<file path="src/rtl/aer_event_encoder.sv">
// AER encoder: one-hot row/col grants become timestamped address-event
// words, buffered in a first-word-fall-through FIFO for the readout link.
module aer_event_encoder #(
  parameter int ROWS       = 8,
  parameter int COLS       = 8,
  parameter int TS_WIDTH   = 16,
  parameter int FIFO_DEPTH = 4,
  localparam int XW = $clog2(ROWS),
  localparam int YW = $clog2(COLS),
  localparam int EW = TS_WIDTH + XW + YW + 1,
  localparam int PW = $clog2(FIFO_DEPTH),
  localparam int LW = PW + 1
) (
  input  logic          clk_i,
  input  logic          reset_i,
  input  logic          enable_i,
  input  logic [ROWS-1:0] x_gnt_i,
  input  logic [COLS-1:0] y_gnt_i,
  input  logic          polarity_i,
  output logic [EW-1:0] event_o,
  output logic          event_valid_o,
  input  logic          event_ready_i,
  output logic          full_o,
  output logic [LW-1:0] level_o,
  output logic [15:0]   drop_cnt_o,
  output logic [15:0]   err_cnt_o
);

  logic [TS_WIDTH-1:0] ts_q;
  logic [EW-1:0]       mem_q [FIFO_DEPTH];
  logic [PW-1:0]       wptr_q, rptr_q;
  logic [LW-1:0]       level_q, level_d;
  logic [15:0]         drop_q, err_q;

  logic [XW-1:0] x_addr;
  logic [YW-1:0] y_addr;
  logic [EW-1:0] word_d;
  logic          idle, good, bad;
  logic          pop, push, drop;

  always_comb begin
    x_addr = '0;
    for (int i = 0; i < ROWS; i++)
      if (x_gnt_i[i]) x_addr = x_addr | XW'(i);
  end

  always_comb begin
    y_addr = '0;
    for (int j = 0; j < COLS; j++)
      if (y_gnt_i[j]) y_addr = y_addr | YW'(j);
  end

  assign word_d = {ts_q, x_addr, y_addr, polarity_i};

  assign idle = (x_gnt_i == '0) && (y_gnt_i == '0);
  assign good = enable_i && $onehot(x_gnt_i) && $onehot(y_gnt_i);
  assign bad  = enable_i && !idle && !good;

  // A full FIFO still takes a word if the head leaves on the same edge
  assign pop  = (level_q != '0) && event_ready_i;
  assign push = good && ((level_q < LW'(FIFO_DEPTH)) || pop);
  assign drop = good && !push;

  always_comb begin
    level_d = level_q;
    if (push && !pop) level_d = level_q + LW'(1);
    if (pop && !push) level_d = level_q - LW'(1);
  end

  always_ff @(posedge clk_i) begin
    if (reset_i) begin
      ts_q    <= '0;
      wptr_q  <= '0;
      rptr_q  <= '0;
      level_q <= '0;
      drop_q  <= '0;
      err_q   <= '0;
    end else begin
      ts_q    <= ts_q + TS_WIDTH'(1);
      level_q <= level_d;
      if (push) wptr_q <= wptr_q + PW'(1);
      if (pop)  rptr_q <= rptr_q + PW'(1);
      if (drop && drop_q != 16'hFFFF)
        drop_q <= drop_q + 16'd1;
      if (bad && err_q != 16'hFFFF)
        err_q <= err_q + 16'd1;
    end
  end

  always_ff @(posedge clk_i) begin
    if (!reset_i && push) mem_q[wptr_q] <= word_d;
  end

  assign event_valid_o = (level_q != '0);
  // Gate the head so stale storage never shows after reset
  assign event_o       = event_valid_o ? mem_q[rptr_q] : '0;
  assign full_o        = (level_q == LW'(FIFO_DEPTH));
  assign level_o       = level_q;
  assign drop_cnt_o    = drop_q;
  assign err_cnt_o     = err_q;

endmodule

</file>
<file path="config.mk">
export PLATFORM = sky130hd
export DESIGN_NAME = aer_event_encoder
export DESIGN_NICKNAME = d
export VERILOG_FILES = /design/src/rtl/aer_event_encoder.sv
export SDC_FILE = /design/constraint.sdc
export NUM_CORES = 1
export LEC_CHECK = 0
export ABC_CLOCK_PERIOD_IN_PS = 8900
export CELL_PAD_IN_SITES_DETAIL_PLACEMENT = 1
export CELL_PAD_IN_SITES_GLOBAL_PLACEMENT = 1
export CORE_ASPECT_RATIO = 1.75
export CORE_MARGIN = 5
export CORE_UTILIZATION = 51
export CTS_BUF_LIST = sky130_fd_sc_hd__clkbuf_4 sky130_fd_sc_hd__clkbuf_8
export CTS_CLUSTER_SIZE = 10
export DETAILED_ROUTE_END_ITERATION = 8
export HOLD_SLACK_MARGIN = 0.05
export PLACE_DENSITY = 0.89
export REMOVE_ABC_BUFFERS = 1
export SYNTH_ARGS = -nofsm -noshare
export SYNTH_HDL_FRONTEND = slang
export SYNTH_SLANG_ARGS = --single-unit
</file>
<file path="constraint.sdc">
create_clock -name clk_i -period 8.9 [get_ports clk_i]
set_input_delay 2.225 -clock clk_i [delete_from_list [all_inputs] [get_ports clk_i]]
set_output_delay 2.225 -clock clk_i [all_outputs]
set_load 0.1 [all_outputs]
</file>
==> flow_results.xml <==
<?xml version="1.0" encoding="UTF-8"?>
<metrics>
  <group name="status">
    <metric name="status" unit="">complete, no violations</metric>
  </group>
  <group name="setup_path">
    <metric name="timing.critical_path.fanout_max" unit="">4</metric>
    <metric name="worstSetupPathType" unit="">in -&gt; reg</metric>
    <metric name="endpoint_kind" unit="">flip-flop</metric>
    <metric name="worst-r2r-setup-slack" unit="ps">6160</metric>
    <metric name="crit_path_start_kind" unit="">input port</metric>
    <metric name="worstPathRequired" unit="ps">9270</metric>
    <metric name="worstPathArrival" unit="ps">7270</metric>
    <metric name="crit-reg2reg-capture" unit="">level_o[2]$_SDFFE_PP0P_</metric>
    <metric name="timing.reg2reg.worst_path_depth" unit="">8</metric>
    <metric name="crit-reg2reg-launch" unit="">level_o[2]$_SDFFE_PP0P_</metric>
  </group>
  <group name="synth">
    <metric name="synth.top_cells.by_area" unit="">sky130_fd_sc_hd__edfxtp_1, sky130_fd_sc_hd__dfxtp_1, sky130_fd_sc_hd__mux4_2</metric>
    <metric name="yosysUniqueCellTypes" unit="">47</metric>
    <metric name="avgSynthCellArea" unit="µm²">12.6</metric>
    <metric name="synth_top_area_cell" unit="">sky130_fd_sc_hd__edfxtp_1</metric>
    <metric name="asyncSetResetFlopFracSynth" unit="%">0</metric>
    <metric name="synth.yosys.seq_area_share" unit="%">57.7</metric>
    <metric name="synth_cells" unit="">537</metric>
    <metric name="synthesis.yosys.warnings" unit="">0</metric>
    <metric name="synth_ff_type" unit="">sky130_fd_sc_hd__edfxtp_1</metric>
    <metric name="synthesis.area" unit="µm²">6770</metric>
    <metric name="synth_seq_cells" unit="">149</metric>
    <metric name="synth-edff-count" unit="">92</metric>
    <metric name="netlist.area_leader.share" unit="%">40.8</metric>
  </group>
  <group name="finish">
    <metric name="commonest_non_fill_non_tap_cell_in_the_layout" unit="">sky130_fd_sc_hd__edfxtp_1</metric>
    <metric name="drive_gt1_share" unit="%">11.8</metric>
    <metric name="fin_area" unit="µm²">8170</metric>
    <metric name="antenna_cells_inserted" unit="">0</metric>
    <metric name="layout.filler_cells" unit="">1284</metric>
    <metric name="finalCoreUtilization" unit="%">62.8</metric>
    <metric name="flow.area_growth_from_synthesis" unit="%">20.7</metric>
    <metric name="fin_nets" unit="">666</metric>
    <metric name="final_cell_mix" unit="">sky130_fd_sc_hd__edfxtp_1, sky130_fd_sc_hd__clkdlybuf4s50_1, sky130_fd_sc_hd__dfxtp_1, sky130_fd_sc_hd__inv_1, sky130_fd_sc_hd__nor2_1</metric>
    <metric name="layoutNonFillerInstCount" unit="">804</metric>
  </group>
  <group name="clock_tree">
    <metric name="cts-htree-levels" unit="">4</metric>
    <metric name="cts_inserted_buffers" unit="">17</metric>
    <metric name="cts_repair_resize_count" unit="">0</metric>
    <metric name="cts_root_buf" unit="">sky130_fd_sc_hd__clkbuf_8</metric>
    <metric name="clk_pin_slew_worst_paths" unit="ps">90</metric>
    <metric name="cts_tree" unit="">done</metric>
    <metric name="cts-root-to-sink-buffers" unit="">2</metric>
    <metric name="clock-sinks" unit="">149</metric>
    <metric name="hold_buffers" unit="">0</metric>
    <metric name="insertion_delay" unit="ps">450</metric>
    <metric name="post_cts.repair.setup_buffers" unit="">0</metric>
  </group>
  <group name="placement">
    <metric name="place.detailed.instances" unit="">772</metric>
    <metric name="gp_congestion" unit="">0.899</metric>
    <metric name="post_dp_cell_area" unit="µm²">7750</metric>
    <metric name="detailed_place_hpwl" unit="µm">11500</metric>
    <metric name="placement.setup.worst_slack" unit="ps">1540</metric>
    <metric name="port_buffers" unit="">80</metric>
  </group>
  <group name="global_routing">
    <metric name="grt_max_degree" unit="">60</metric>
    <metric name="first_global_vias" unit="">5093</metric>
    <metric name="antenna_found_initial" unit="">0</metric>
    <metric name="grt-ovfl-total" unit="">0</metric>
    <metric name="grt_pass1_wl" unit="µm">26300</metric>
    <metric name="grt.total_usage" unit="%">21.1</metric>
  </group>
  <group name="min_path">
    <metric name="whs_endpoint" unit="">drop_cnt_o[5]$_SDFFE_PP0P_</metric>
    <metric name="hold_path_startpoint" unit="">drop_cnt_o[5]$_SDFFE_PP0P_</metric>
    <metric name="hold_path_depth" unit="">2</metric>
    <metric name="holdCritPathClass" unit="">reg -&gt; reg</metric>
  </group>
  <group name="drt">
    <metric name="via_count" unit="">4647</metric>
    <metric name="initialDrtViolationCount" unit="">206</metric>
    <metric name="detail_route.vias_per_cell" unit="">5.78</metric>
    <metric name="post_drt_wl_per_cell" unit="µm">20.2</metric>
    <metric name="wl_met1" unit="µm">6110</metric>
    <metric name="post-route-drc-count" unit="">0</metric>
    <metric name="totalWireLength" unit="µm">16200</metric>
    <metric name="detailroute.wirelength.met3" unit="µm">588</metric>
    <metric name="top_layer" unit="">met4</metric>
    <metric name="drt.antenna.violating_nets" unit="">0</metric>
    <metric name="detailedRoute.firstPassIterationCount" unit="">4</metric>
    <metric name="routed_wire_length_on_met2" unit="µm">9180</metric>
  </group>
  <group name="timing">
    <metric name="final-hold-violation-count" unit="">0</metric>
    <metric name="finalCritPeriodShare" unit="%">77.5</metric>
    <metric name="grt_setup_unrepaired" unit="">no</metric>
    <metric name="layout_min_cycle_time" unit="ps">6900</metric>
    <metric name="max_freq" unit="MHz">145</metric>
    <metric name="postLayoutSetupSlackWorst" unit="ps">2000</metric>
    <metric name="timing_max_transition_violations_final" unit="">0</metric>
    <metric name="timing.hold.ws" unit="ps">522</metric>
    <metric name="tightestPinTransition" unit="ps">1080</metric>
    <metric name="setup_violations" unit="">0</metric>
    <metric name="fin_worst_skew" unit="ps">11.4</metric>
    <metric name="total_negative_setup_slacks" unit="ps">0</metric>
    <metric name="slew-limit-headroom" unit="%">27.7</metric>
  </group>
  <group name="pwr">
    <metric name="maximum_ir_drop_on_the_vdd_rail" unit="mV">0.105</metric>
    <metric name="power.density_cell_area" unit="nW/µm²">182</metric>
    <metric name="finalPower" unit="mW">1.48</metric>
    <metric name="power.leakage" unit="nW">2.73</metric>
  </group>
  <group name="floorplanning">
    <metric name="boundaryPins" unit="">81</metric>
    <metric name="core_region_area" unit="µm²">13000</metric>
    <metric name="die_outline_width" unit="µm">97.1</metric>
    <metric name="dieArea" unit="µm²">15800</metric>
    <metric name="fp.dieH" unit="µm">162</metric>
    <metric name="placement_rows" unit="">55</metric>
    <metric name="start_util" unit="%">52.0</metric>
  </group>
  <group name="flow_run">
    <metric name="cap_viol_max_count" unit="">0</metric>
  </group>
</metrics>
## cell type report
cell class	instances	area (µm²)	area share, %
clock inverters	15	186	2.28
well taps	171	214	2.62
repair buffers	88	856	10.5
flip-flops and latches	149	3900	47.8
inverters	36	135	1.65
multi-input cells	328	2640	32.3
clock buffers	17	234	2.86
## flip-flops by register name (all words and copies together) (netlist names), named ones only
register    cells
level_o         3
mem_q          92
err_cnt_o      16
ts_q           16
wptr_q          2
drop_cnt_o     16
rptr_q          2
## power by group
part,leakage [nW],internal [mW],switching (mW)
logic,1.22,0.0657,0.134
registers,1.31,0.732,0.00601
clock network,0.200,0.262,0.283
total,2.73,1.06,0.423
## cell usage after synthesis, drive strengths merged (2+ instances only)
| cell type | count |
|---|---|
| clkbuf | 14 |
| o311ai | 2 |
| or3 | 12 |
| o21bai | 2 |
| and4 | 5 |
| o21ai | 10 |
| nor2b | 5 |
| nor2 | 36 |
| xor2 | 15 |
| a21oi | 27 |
| nand2 | 22 |
| nand4 | 14 |
| or3b | 2 |
| xnor2 | 4 |
| a21o | 2 |
| o311a | 2 |
| nand3 | 22 |
| buf | 10 |
| mux2i | 2 |
| and2 | 30 |
| nand4b | 4 |
| fa | 9 |
| or4 | 17 |
| nand2b | 3 |
| o31ai | 11 |
| nor4 | 6 |
| dfxtp | 57 |
| mux4 | 23 |
| and3 | 5 |
| edfxtp | 92 |
| ha | 16 |
| or4b | 2 |
| mux2 | 4 |
| inv | 36 |
| o41ai | 4 |
| a211o | 2 |
## worst max path at each step
stage | start | end | depth (start not counted)
final | y_gnt_i[3] | level_o[2]$_SDFFE_PP0P_ | 18
after global routing | y_gnt_i[3] | level_o[2]$_SDFFE_PP0P_ | 18
after CTS | y_gnt_i[0] | level_o[2]$_SDFFE_PP0P_ | 18
after detailed placement | y_gnt_i[0] | mem_q[1][0]$_DFFE_PP_ | 15
after global placement | y_gnt_i[0] | level_o[2]$_SDFFE_PP0P_ | 18
after floorplan | y_gnt_i[0] | mem_q[0][0]$_DFFE_PP_ | 13
## per-layer routing
layer	vias up	track usage, %
met4	0	7.92
li1	2167	-
met3	31	4.20
met5	-	0
met2	111	40.1
met1	2338	22.8
## kinds of logic after synthesis
| kind of cell | count (synthesis) | share of synthesized area [%] |
|---|---|---|
| AOI/OAI and AO/OA | 67 | 6.49 |
| xor gates and xnor gates | 19 | 2.46 |
| adders and majority gates | 25 | 5.62 |
| buffers and inverters | 60 | 3.40 |
| DFF | 149 | 57.7 |
| muxes | 29 | 8.62 |
| and+or+nand+nor | 188 | 15.7 |
## worst max-delay path, stage by stage
cell and delay [ps]:
sky130_fd_sc_hd__clkdlybuf4s50_1 500, sky130_fd_sc_hd__inv_1 80, sky130_fd_sc_hd__fa_1 450, sky130_fd_sc_hd__fa_1 510, sky130_fd_sc_hd__fa_1 410, sky130_fd_sc_hd__inv_1 70, sky130_fd_sc_hd__ha_1 150, sky130_fd_sc_hd__inv_1 50
sky130_fd_sc_hd__fa_1 380, sky130_fd_sc_hd__a211o_1 310, sky130_fd_sc_hd__a2111o_1 480, sky130_fd_sc_hd__or3b_2 580, sky130_fd_sc_hd__ha_1 250, sky130_fd_sc_hd__inv_1 70, sky130_fd_sc_hd__fa_1 180, sky130_fd_sc_hd__xor2_1 80
sky130_fd_sc_hd__or3_1 320, sky130_fd_sc_hd__a21oi_1 150
(Power assumes the default switching activity.)
